[config.mk]
export PLATFORM = sky130hd
export DESIGN_NAME = pll_reset_seq
export DESIGN_NICKNAME = d
export VERILOG_FILES = /design/src/rtl/pll_reset_seq.sv
export SDC_FILE = /design/constraint.sdc
export NUM_CORES = 1
export LEC_CHECK = 0
export ABC_AREA = 1
export BUFFER_PORTS_ARGS = -buffer_cell sky130_fd_sc_hd__clkbuf_2
export CORE_MARGIN = 2
export CORE_UTILIZATION = 30
export CTS_BUF_LIST = sky130_fd_sc_hd__clkbuf_16
export CTS_CLUSTER_SIZE = 28
export DETAILED_ROUTE_END_ITERATION = 10
export HOLD_SLACK_MARGIN = 0.15
export SYNTH_ARGS = -nofsm -noshare
export SYNTH_HDL_FRONTEND = slang
export SYNTH_SLANG_ARGS = --single-unit
[constraint.sdc]
create_clock -name clk -period 1.4 [get_ports clk]
set_clock_uncertainty 0.1 [all_clocks]
set_input_delay 0.28 -clock clk [delete_from_list [all_inputs] [get_ports clk]]
set_output_delay 0.28 -clock clk [all_outputs]
set_load 0.02 [all_outputs]
[src/rtl/pll_reset_seq.sv]
// rtl/pll_reset_seq.sv - PLL reset pulse, lock qualification and ordered reset-domain release.
// Optional lock watchdog (timeout, retries, FAULT) enabled by defining PLL_SEQ_WATCHDOG_EN.
module pll_reset_seq #(
  parameter int LOCK_STABLE_CYCLES  = 1024,
  parameter int LOCK_TIMEOUT_CYCLES = 270000,
  parameter int PLL_RESET_CYCLES    = 16,
  parameter int STAGES              = 3,
  parameter int STAGE_GAP           = 64,
  parameter int MAX_RETRIES         = 7
) (
  input  logic              clk,
  input  logic              rst_n,
  input  logic              pll_lock,
  output logic              pll_reset,
  output logic [STAGES-1:0] stage_rst_n,
  output logic              ready,
  output logic [2:0]        retry_count,
  output logic              fault
);

  localparam int RstW = (PLL_RESET_CYCLES > 1) ? $clog2(PLL_RESET_CYCLES) : 1;
  localparam int StbW = (LOCK_STABLE_CYCLES > 1) ? $clog2(LOCK_STABLE_CYCLES) : 1;
  localparam int GapW = (STAGE_GAP > 1) ? $clog2(STAGE_GAP) : 1;

  if (LOCK_STABLE_CYCLES < 1 || LOCK_TIMEOUT_CYCLES < 1 || PLL_RESET_CYCLES < 1 ||
      STAGES < 1 || STAGE_GAP < 1 || MAX_RETRIES < 1) begin : g_bad_params
    $error("pll_reset_seq: all cycle/count parameters must be >= 1");
  end

  typedef enum logic [2:0] {
    S_PLL_RST,
    S_WAIT_LOCK,
    S_STABLE,
    S_RELEASE,
    S_RUN,
    S_FAULT
  } state_e;

  state_e            state_q, state_d;
  logic [1:0]        sync_q;
  logic              lock_s;
  logic [RstW-1:0]   rst_cnt_q, rst_cnt_d;
  logic [StbW-1:0]   stb_cnt_q, stb_cnt_d;
  logic [GapW-1:0]   gap_cnt_q, gap_cnt_d;
  logic [STAGES-1:0] stage_q, stage_d;

`ifdef PLL_SEQ_WATCHDOG_EN
  localparam int ToW = (LOCK_TIMEOUT_CYCLES > 1) ? $clog2(LOCK_TIMEOUT_CYCLES) : 1;

  logic [ToW-1:0]    to_cnt_q, to_cnt_d;
  logic              to_max;
  logic [2:0]        retry_q, retry_d;
`endif

  assign lock_s = sync_q[1];

  always_ff @(posedge clk or negedge rst_n) begin
    if (!rst_n) begin
      sync_q    <= 2'b00;
      state_q   <= S_PLL_RST;
      rst_cnt_q <= '0;
      stb_cnt_q <= '0;
      gap_cnt_q <= '0;
      stage_q   <= '0;
    end else begin
      sync_q    <= {sync_q[0], pll_lock};
      state_q   <= state_d;
      rst_cnt_q <= rst_cnt_d;
      stb_cnt_q <= stb_cnt_d;
      gap_cnt_q <= gap_cnt_d;
      stage_q   <= stage_d;
    end
  end

`ifdef PLL_SEQ_WATCHDOG_EN
  always_ff @(posedge clk or negedge rst_n) begin
    if (!rst_n) begin
      to_cnt_q <= '0;
      retry_q  <= 3'd0;
    end else begin
      to_cnt_q <= to_cnt_d;
      retry_q  <= retry_d;
    end
  end

  // Timeout counter saturates so a lock that wins on the last cycle cannot wrap it.
  assign to_max = (to_cnt_q == ToW'(LOCK_TIMEOUT_CYCLES - 1));
`endif

  always_comb begin
    state_d   = state_q;
    rst_cnt_d = rst_cnt_q;
    stb_cnt_d = stb_cnt_q;
    gap_cnt_d = gap_cnt_q;
    stage_d   = stage_q;
`ifdef PLL_SEQ_WATCHDOG_EN
    to_cnt_d  = to_cnt_q;
    retry_d   = retry_q;
`endif

    unique case (state_q)
      S_PLL_RST: begin
        stage_d   = '0;
        stb_cnt_d = '0;
        gap_cnt_d = '0;
`ifdef PLL_SEQ_WATCHDOG_EN
        to_cnt_d  = '0;
`endif
        if (rst_cnt_q == RstW'(PLL_RESET_CYCLES - 1)) begin
          rst_cnt_d = '0;
          state_d   = S_WAIT_LOCK;
        end else begin
          rst_cnt_d = rst_cnt_q + RstW'(1);
        end
      end

      S_WAIT_LOCK: begin
`ifdef PLL_SEQ_WATCHDOG_EN
        if (!to_max) to_cnt_d = to_cnt_q + ToW'(1);
`endif
        if (lock_s) begin
          state_d = S_STABLE;
`ifdef PLL_SEQ_WATCHDOG_EN
        end else if (to_max) begin
          retry_d = (retry_q == 3'd7) ? retry_q : retry_q + 3'd1;
          state_d = (int'(retry_d) == MAX_RETRIES) ? S_FAULT : S_PLL_RST;
`endif
        end
      end

      S_STABLE: begin
        if (!lock_s) begin
          stb_cnt_d = '0;
          state_d   = S_WAIT_LOCK;
        end else if (stb_cnt_q == StbW'(LOCK_STABLE_CYCLES - 1)) begin
          stb_cnt_d = '0;
          gap_cnt_d = '0;
          stage_d   = STAGES'(1);
          state_d   = (STAGES == 1) ? S_RUN : S_RELEASE;
        end else begin
          stb_cnt_d = stb_cnt_q + StbW'(1);
        end
      end

      S_RELEASE: begin
        if (!lock_s) begin
          stage_d   = '0;
          gap_cnt_d = '0;
          state_d   = S_PLL_RST;
        end else if (gap_cnt_q == GapW'(STAGE_GAP - 1)) begin
          gap_cnt_d = '0;
          stage_d   = (stage_q << 1) | STAGES'(1);
          if (stage_d[STAGES-1]) state_d = S_RUN;
        end else begin
          gap_cnt_d = gap_cnt_q + GapW'(1);
        end
      end

      S_RUN: begin
        if (!lock_s) begin
          stage_d = '0;
          state_d = S_PLL_RST;
        end
      end

      S_FAULT: begin
        stage_d = '0;
      end

      default: begin
        stage_d = '0;
        state_d = S_PLL_RST;
      end
    endcase

`ifdef PLL_SEQ_WATCHDOG_EN
    if (state_d == S_RUN) retry_d = 3'd0;
`endif
  end

  assign pll_reset   = (state_q == S_PLL_RST) || (state_q == S_FAULT);
  assign ready       = (state_q == S_RUN);
  assign stage_rst_n = stage_q;

`ifdef PLL_SEQ_WATCHDOG_EN
  assign retry_count = retry_q;
  assign fault       = (state_q == S_FAULT);
`else
  assign retry_count = 3'd0;
  assign fault       = 1'b0;
`endif

endmodule

==> impl_metrics.toml, run 1 <==
[status]
result_of_the_run = "finished with violations"
violations_in_the_final_reports = "setup timing"

[clock_network]
clk_latency_ns = 0.27
clk_transition_reported_paths_ns = 0.07
numCtsBuffers = 3
cts_h_tree_depth = 1
cts.root.buffer_cell = "sky130_fd_sc_hd__clkbuf_16"
tritoncts = "done"
clockBufferDepth = 2
numClockSinks = 28

[timing]
rsz0062_at_grt = "yes"
finalHoldViolations = 0
hold-worst-slack_ns = 0.255
share_of_the_cycle_needed_by_the_critical_path_after_routing_pct = 116
fmax_mhz = 618
min_period_ns = 1.62
postLayoutSetupSlackWorst_ns = -0.218
finalSetupViolCount = 25
finalMaxSlewViolations = 0

[global_routing]
globalRouteTotalUtil_pct = 12.9
grt_overflow = 0
grt_pass1_wl_um = 6220
grt_start_max_net_pins = 17
first_global_vias = 1442
grt_antenna_before_repair = 0

[yosys]
avgSynthCellArea_um2 = 7.89
yosysSeqAreaShare_pct = 44.0
synth.ff_latch_count = 28
ys_types = 26
synthesis.yosys.warnings = 0
synth_cells = 202
syn_area_mm2 = 0.00159

[final_layout]
share_of_final_layout_standard_cells_stronger_than_drive_strength_1_pct = 41.7
fin_nets = 261
mostFrequentLayoutCell = "sky130_fd_sc_hd__nand2_1"
final.fill_count = 501
antenna_cells_inserted = 0
syn_to_final_growth_pct = 46.1
layout.cells.most_common_list = "sky130_fd_sc_hd__nand2_1, sky130_fd_sc_hd__buf_4, sky130_fd_sc_hd__dfrtp_1"

[power_and_ir_drop]
ir_worst_vdd_mv = 1.64
powerDensity_mw_per_mm2 = 1910
static-leakage-power_uw = 0.00114
finalPower_uw = 4440

[routing]
drt_pre_antenna_iters = 4
antenna_left = 0
drt_wl_total_um = 3750
vias_per_instance = 4.50
vias = 1457
wl_per_cell_um = 11.6
drc = 0
detailedRoute.firstIterationViolations = 39

[critical_path]
criticalPathCategory = "reg2out"
critPathRequiredTime_ns = 1.02
critical_path_arrival_ns = 1.24
cp_max_fo = 3
setup.worst_path.start_class = "flop"
crit_end_element = "output port"

[placement]
gp_congestion = 0.881
place.detailed.hpwl_um = 2590
port_buffers = 7

[floorplan]
initial_core_util_pct = 31.2
ios = 12
chipWidth_um = 76.9
die_height_um = 76.9
design.core.area_mm2 = 0.00511
floorplan.rows = 26
floorplan.die_area_mm2 = 0.00591

[hold_path]
min-delay-path-class = "reg2reg"

[run]
timing.max_cap.violations = 0
[sequential cells by signal, summed over array words and instances (netlist names)]
register	count
rst_cnt_q	4
sync_q	2
stage_rst_n	3
state_q	3
stb_cnt_q	10
gap_cnt_q	6
[Yosys cell counts (all sizes together)]
| cell | n | share of area [%] |
|---|---|---|
| ha | 3 | 2.4 |
| nor2 | 28 | 8.5 |
| inv | 24 | 5.7 |
| o21ai | 8 | 2.5 |
| buf | 5 | 2.6 |
| nand2 | 61 | 16 |
| nand3b | 1 | 1.3 |
| dfrtp | 28 | 44 |
| nand4 | 8 | 3.1 |
| o22ai | 1 | 0.39 |
| nor3 | 3 | 1.6 |
| xnor2 | 1 | 0.55 |
| a21oi | 2 | 0.63 |
| xor2 | 3 | 1.6 |
| nand3 | 22 | 8.2 |
| conb | 1 | 0.24 |
| or2 | 3 | 1.2 |
[path summary, 6_finish.rpt]
path | start | endpoint | slack (ns) | cells after the start
worst max-delay path | state_q[2] | pll_reset | -0.22 | 5
worst min-delay path | sync_q[0] | sync_q[1] | 0.25 | 0
worst max register to register | state_q[2] | stb_cnt_q[1] | -0.18 | 8
worst min register to register | sync_q[0] | sync_q[1] | 0.25 | 0
max in group asynchronous | rst_n | gap_cnt_q[5] | 0.40 | 3
min in group asynchronous | rst_n | rst_cnt_q[2] | 0.33 | 2
[timing repair]
action,4_1_cts,5_1_grt
hold buffers,2,0
setup buffers,7,4
gates resized for setup,25,22
setup endpoints to repair,22,26
hold endpoints to repair,29,0
pin swaps,6,8
[stage by stage]
step	cells	setup slack (ns)	util [%]	instance area, µm²	setup TNS [ns]
after floorplan	205	0.00445	-	1630	0
after global placement	309	-0.112	38.2	1950	-0.651
after detailed placement	309	-0.109	38.2	1950	-0.971
after CTS	322	-0.206	43.3	2210	-2.99
after global routing	324	-0.259	45.6	2330	-5.09
final	324	-0.218	45.6	2330	-3.22
[kinds of logic after synthesis]
group | Yosys count | synth area share, %
other | 1 | 0.235
adders and majority gates | 3 | 2.36
DFF | 28 | 44.0
AOI/OAI and AO/OA | 11 | 3.54
xor gates and xnor gates | 4 | 2.20
buffers and inverters | 29 | 8.25
and+or+nand+nor | 126 | 39.4
[power by group]
group / internal, µW / switching, µW
logic: 1090 / 1350
clock network: 570 / 279
registers: 972 / 181
total: 2630 / 1810
[worst max-delay path: stages (launching register included)]
cell	delay [ns]
sky130_fd_sc_hd__dfrtp_2	0.45
sky130_fd_sc_hd__buf_12	0.14
sky130_fd_sc_hd__nor2_4	0.09
sky130_fd_sc_hd__nand2_2	0.07
sky130_fd_sc_hd__o21ai_2	0.06
sky130_fd_sc_hd__clkbuf_8	0.16
[per-layer routing]
layer  global-route usage, %  vias to the layer above  routed length (µm)  part of all wire, %
met3                   0.824                        7                  70                  1.9
li1                        -                      737                   -                    -
met2                    21.6                       25                1940                   52
met5                       0                        -                   0                    0
met1                    16.6                      688                1660                   44
met4                    6.91                        0                  82                  2.2
[area by class of cell]
| cell class | count | area [µm²] | share of cell area (%) |
|---|---|---|---|
| Clock buffer | 3 | 75.1 | 3.23 |
| Clock inverter | 1 | 30.0 | 1.29 |
| Inverter | 24 | 95.1 | 4.09 |
| Multi-Input combinational cell | 148 | 935 | 40.2 |
| Sequential cell | 28 | 704 | 30.3 |
| Tap cell | 70 | 87.6 | 3.76 |
| Timing Repair Buffer | 50 | 400 | 17.2 |
No activity file was read; power rests on OpenSTA's default activity.
==> run 2, diff against run 1 <==
--- a/config.mk
+++ b/config.mk
@@ -5,7 +5,6 @@
 export SDC_FILE = /design/constraint.sdc
 export NUM_CORES = 1
 export LEC_CHECK = 0
-export ABC_AREA = 1
 export BUFFER_PORTS_ARGS = -buffer_cell sky130_fd_sc_hd__clkbuf_2
 export CORE_MARGIN = 2
 export CORE_UTILIZATION = 30
==> run 2 against run 1 <==
Net effect: the run still ends with setup timing left; largest cell class unchanged; synthesized cell count is 23% lower; sequential share of layout area is 2.7 points lower; flip-flop and latch count stayed put; clock power is 23% lower; worst hold slack better by 0.015 ns; fmax is 2.2% lower; first-iteration DRC count is 15% lower; count of clock-buffer cells in the layout stayed put; combinational power is 15% lower.
==> impl_metrics.toml, run 2 <==
[power_and_ir_drop]
powerDensity_mw_per_mm2 = 1500
static-leakage-power_uw = 0.00114
p_int_uw = 2460
power.share.combinational_pct = 54.3
power.share.clock_pct = 17.1
net-switching-power_uw = 1370
seq_power_share_pct = 28.6
sw_frac_of_total_pct = 35.7
ir_worst_vdd_mv = 0.718

[yosys]
synth_flop_cell = "sky130_fd_sc_hd__dfrtp_1"
netlist.top_cell.by_area = "sky130_fd_sc_hd__dfrtp_1"
synth.ff_latch_count = 28
yosysSeqAreaShare_pct = 45.9
syn_area_mm2 = 0.00153
synth_enable_flop_cells = 0
yosys.area.top_type_share_pct = 45.9
ys_types = 45
avgSynthCellArea_um2 = 9.86
yosys-top-cells-count = "sky130_fd_sc_hd__dfrtp_1, sky130_fd_sc_hd__nand2_1, sky130_fd_sc_hd__o21ai_0"
post-synth-top-count-cell = "sky130_fd_sc_hd__dfrtp_1"
synthesis.yosys.warnings = 0
synth_cells = 155
netlist_top_cells_area = "sky130_fd_sc_hd__dfrtp_1, sky130_fd_sc_hd__nand2_1, sky130_fd_sc_hd__o21ai_0"
synthArstFlopShare_pct = 100

[run]
timing.max_cap.violations = 0

[final_layout]
finalInstanceArea_mm2 = 0.00256
share_of_final_layout_standard_cells_stronger_than_drive_strength_1_pct = 56.8
top_regs = "stb_cnt_q (10), gap_cnt_q (6), rst_cnt_q (4)"
fin_nets = 236
final.fill_count = 436
max_flop_register = "stb_cnt_q"
layout.cells.most_common_list = "sky130_fd_sc_hd__buf_4, sky130_fd_sc_hd__dfrtp_1, sky130_fd_sc_hd__nand2_1"
largest_register_ffs = 10
instances_no_fill = 296
layout.area.seq_um2 = 704
mostFrequentLayoutCell = "sky130_fd_sc_hd__buf_4"
antenna_cells_inserted = 0
share_of_the_core_filled_with_cells_pct = 53.1
syn_to_final_growth_pct = 67.3
multiInputGateArea_mm2 = 0.00104

[timing]
finalSetupViolCount = 25
totalNegativeSetupSlack_ns = -3.64
finalHoldViolations = 0
hold-worst-slack_ns = 0.270
fmax_mhz = 605
min_period_ns = 1.65
finalMaxSlewViolations = 0
share_of_the_cycle_needed_by_the_critical_path_after_routing_pct = 118
rsz0062_at_grt = "yes"
postLayoutSetupSlackWorst_ns = -0.254

[critical_path]
timing.critical_path.cells = "or2_4, a21oi_2, buf_4"
worst_path_largest_cell_delay_ns = 0.46
r2r_setup_slack_ns = -0.22
cp_max_fo = 8
criticalPathCategory = "reg2out"
critPathBufInv = 1
critical_path_arrival_ns = 1.27
critical_path.slowest_cell = "sky130_fd_sc_hd__dfrtp_2"
path_depth = 3
critical_path.reg2reg.startpoint = "stb_cnt_q[6]"
path_delay_family = "flip-flops"
crit_end_element = "output port"
critPathRequiredTime_ns = 1.02
timing.critical_path.to = "pll_reset"
worst_r2r_path_depth = 4
setup.worst_path.start_class = "flop"
timing.critical_path.from = "state_q[2]"
r2r_end = "gap_cnt_q[2]"

[routing]
drt_pre_antenna_iters = 4
detailedRoute.firstIterationViolations = 33
wl_per_cell_um = 13.3
drt_wl_total_um = 3930
drc = 0
vias_per_instance = 4.76
antenna_left = 0
vias = 1409

[status]
result_of_the_run = "finished with violations"
violations_in_the_final_reports = "setup timing"

[floorplan]
design.core.area_mm2 = 0.00482
die_height_um = 75.4
floorplan.rows = 25
floorplan.die_area_mm2 = 0.00568
initial_core_util_pct = 31.7
chipWidth_um = 75.4
ios = 12

[clock_network]
numClockSinks = 28
clockBufferDepth = 2
numCtsBuffers = 3
tritoncts = "done"
clk_latency_ns = 0.26
cts.root.buffer_cell = "sky130_fd_sc_hd__clkbuf_16"
clk_transition_reported_paths_ns = 0.07
cts_h_tree_depth = 1

[placement]
place.detailed.hpwl_um = 2700
dp_cells = 279
port_buffers = 7
gp_congestion = 0.776
post_detailed_placement_cell_area_mm2 = 0.00210

[global_routing]
grt_overflow = 0
grt_pass1_wl_um = 6430
grt_start_max_net_pins = 29
grt_antenna_before_repair = 0
globalRouteTotalUtil_pct = 14.8
first_global_vias = 1382

[hold_path]
min-delay-path-class = "reg2reg"
[run 2: cell count changes after synthesis, sizes merged, moves of 4 or more]
cell	previous run	this run
nand2	61	19
o21ai	8	13
inv	24	4
xnor2	1	6
nand4	8	4
buf	5	9
nor2	28	9
a21oi	2	8
nand3	22	8
mux2i	0	4
[run 2: logic make-up (layout without fill, tap and decap cells)]
logic type	after synthesis	after routing	synth area share [%]
mux	6	6	4.10
buf+inv	14	85	5.81
xor+xnor	7	7	4.01
simple gates	56	56	20.2
fa+ha+maj	3	3	2.46
compound gates	40	40	17.3
flops	28	28	45.9
other cells	1	4	0.245
[run 2: through the flow]
step / worst slack (ns) / total power [µW]
6_report: -0.254 / 3830
5_1_grt: -0.300 / 4080
4_1_cts: -0.253 / 3570
3_5_place_dp: -0.199 / 2660
3_3_place_gp: -0.163 / 2620
2_1_floorplan: -0.156 / 1960
[run 2: how the worst min path moves through the flow]
| stage | depth (start not counted) | endpoint | slack [ns] | startpoint |
|---|---|---|---|---|
| after floorplan | 0 | gap_cnt_q[0] | -0.12 | rst_n |
| after global placement | 2 | state_q[2] | 0.21 | rst_n |
| after detailed placement | 2 | state_q[2] | 0.21 | rst_n |
| after CTS | 0 | sync_q[1] | 0.28 | sync_q[0] |
| after global routing | 0 | sync_q[1] | 0.28 | sync_q[0] |
| final | 0 | sync_q[1] | 0.27 | sync_q[0] |
[run 2: layout make-up]
type	count	area share [%]
multi-input combinational	116	40.9
timing repair buffer	77	24.6
inverter	4	0.587
tap	67	3.28
clock buffer	3	2.94
clock inverter	1	0.147
sequential	28	27.6
[run 2: per-layer routing]
metal / vias up / GRT usage, % / share of wire [%]
li1: 709 / - / -
met5: - / 0 / 0
met4: 0 / 3.51 / 0.64
met2: 14 / 26.1 / 52
met1: 684 / 18.9 / 46
met3: 2 / 2.38 / 1.4
[run 2: power by group through the flow]
stage                     clock network [µW]  registers, µW  logic (µW)
after global placement                     0           1100        1520
after detailed placement                   0           1100        1550
final                                    653           1100        2080
after global routing                     703           1120        2260
after floorplan                            0           1120         842
after CTS                                671           1090        1810
[run 2: what timing repair did]
action / CTS / global route
setup endpoints to repair: 27 / 28
setup buffers: 5 / 6
hold buffers: 2 / 0
endpoints found under the hold margin: 29 / 0
cloned: 0 / 0
pin swaps: 9 / 16
resized for setup: 28 / 43
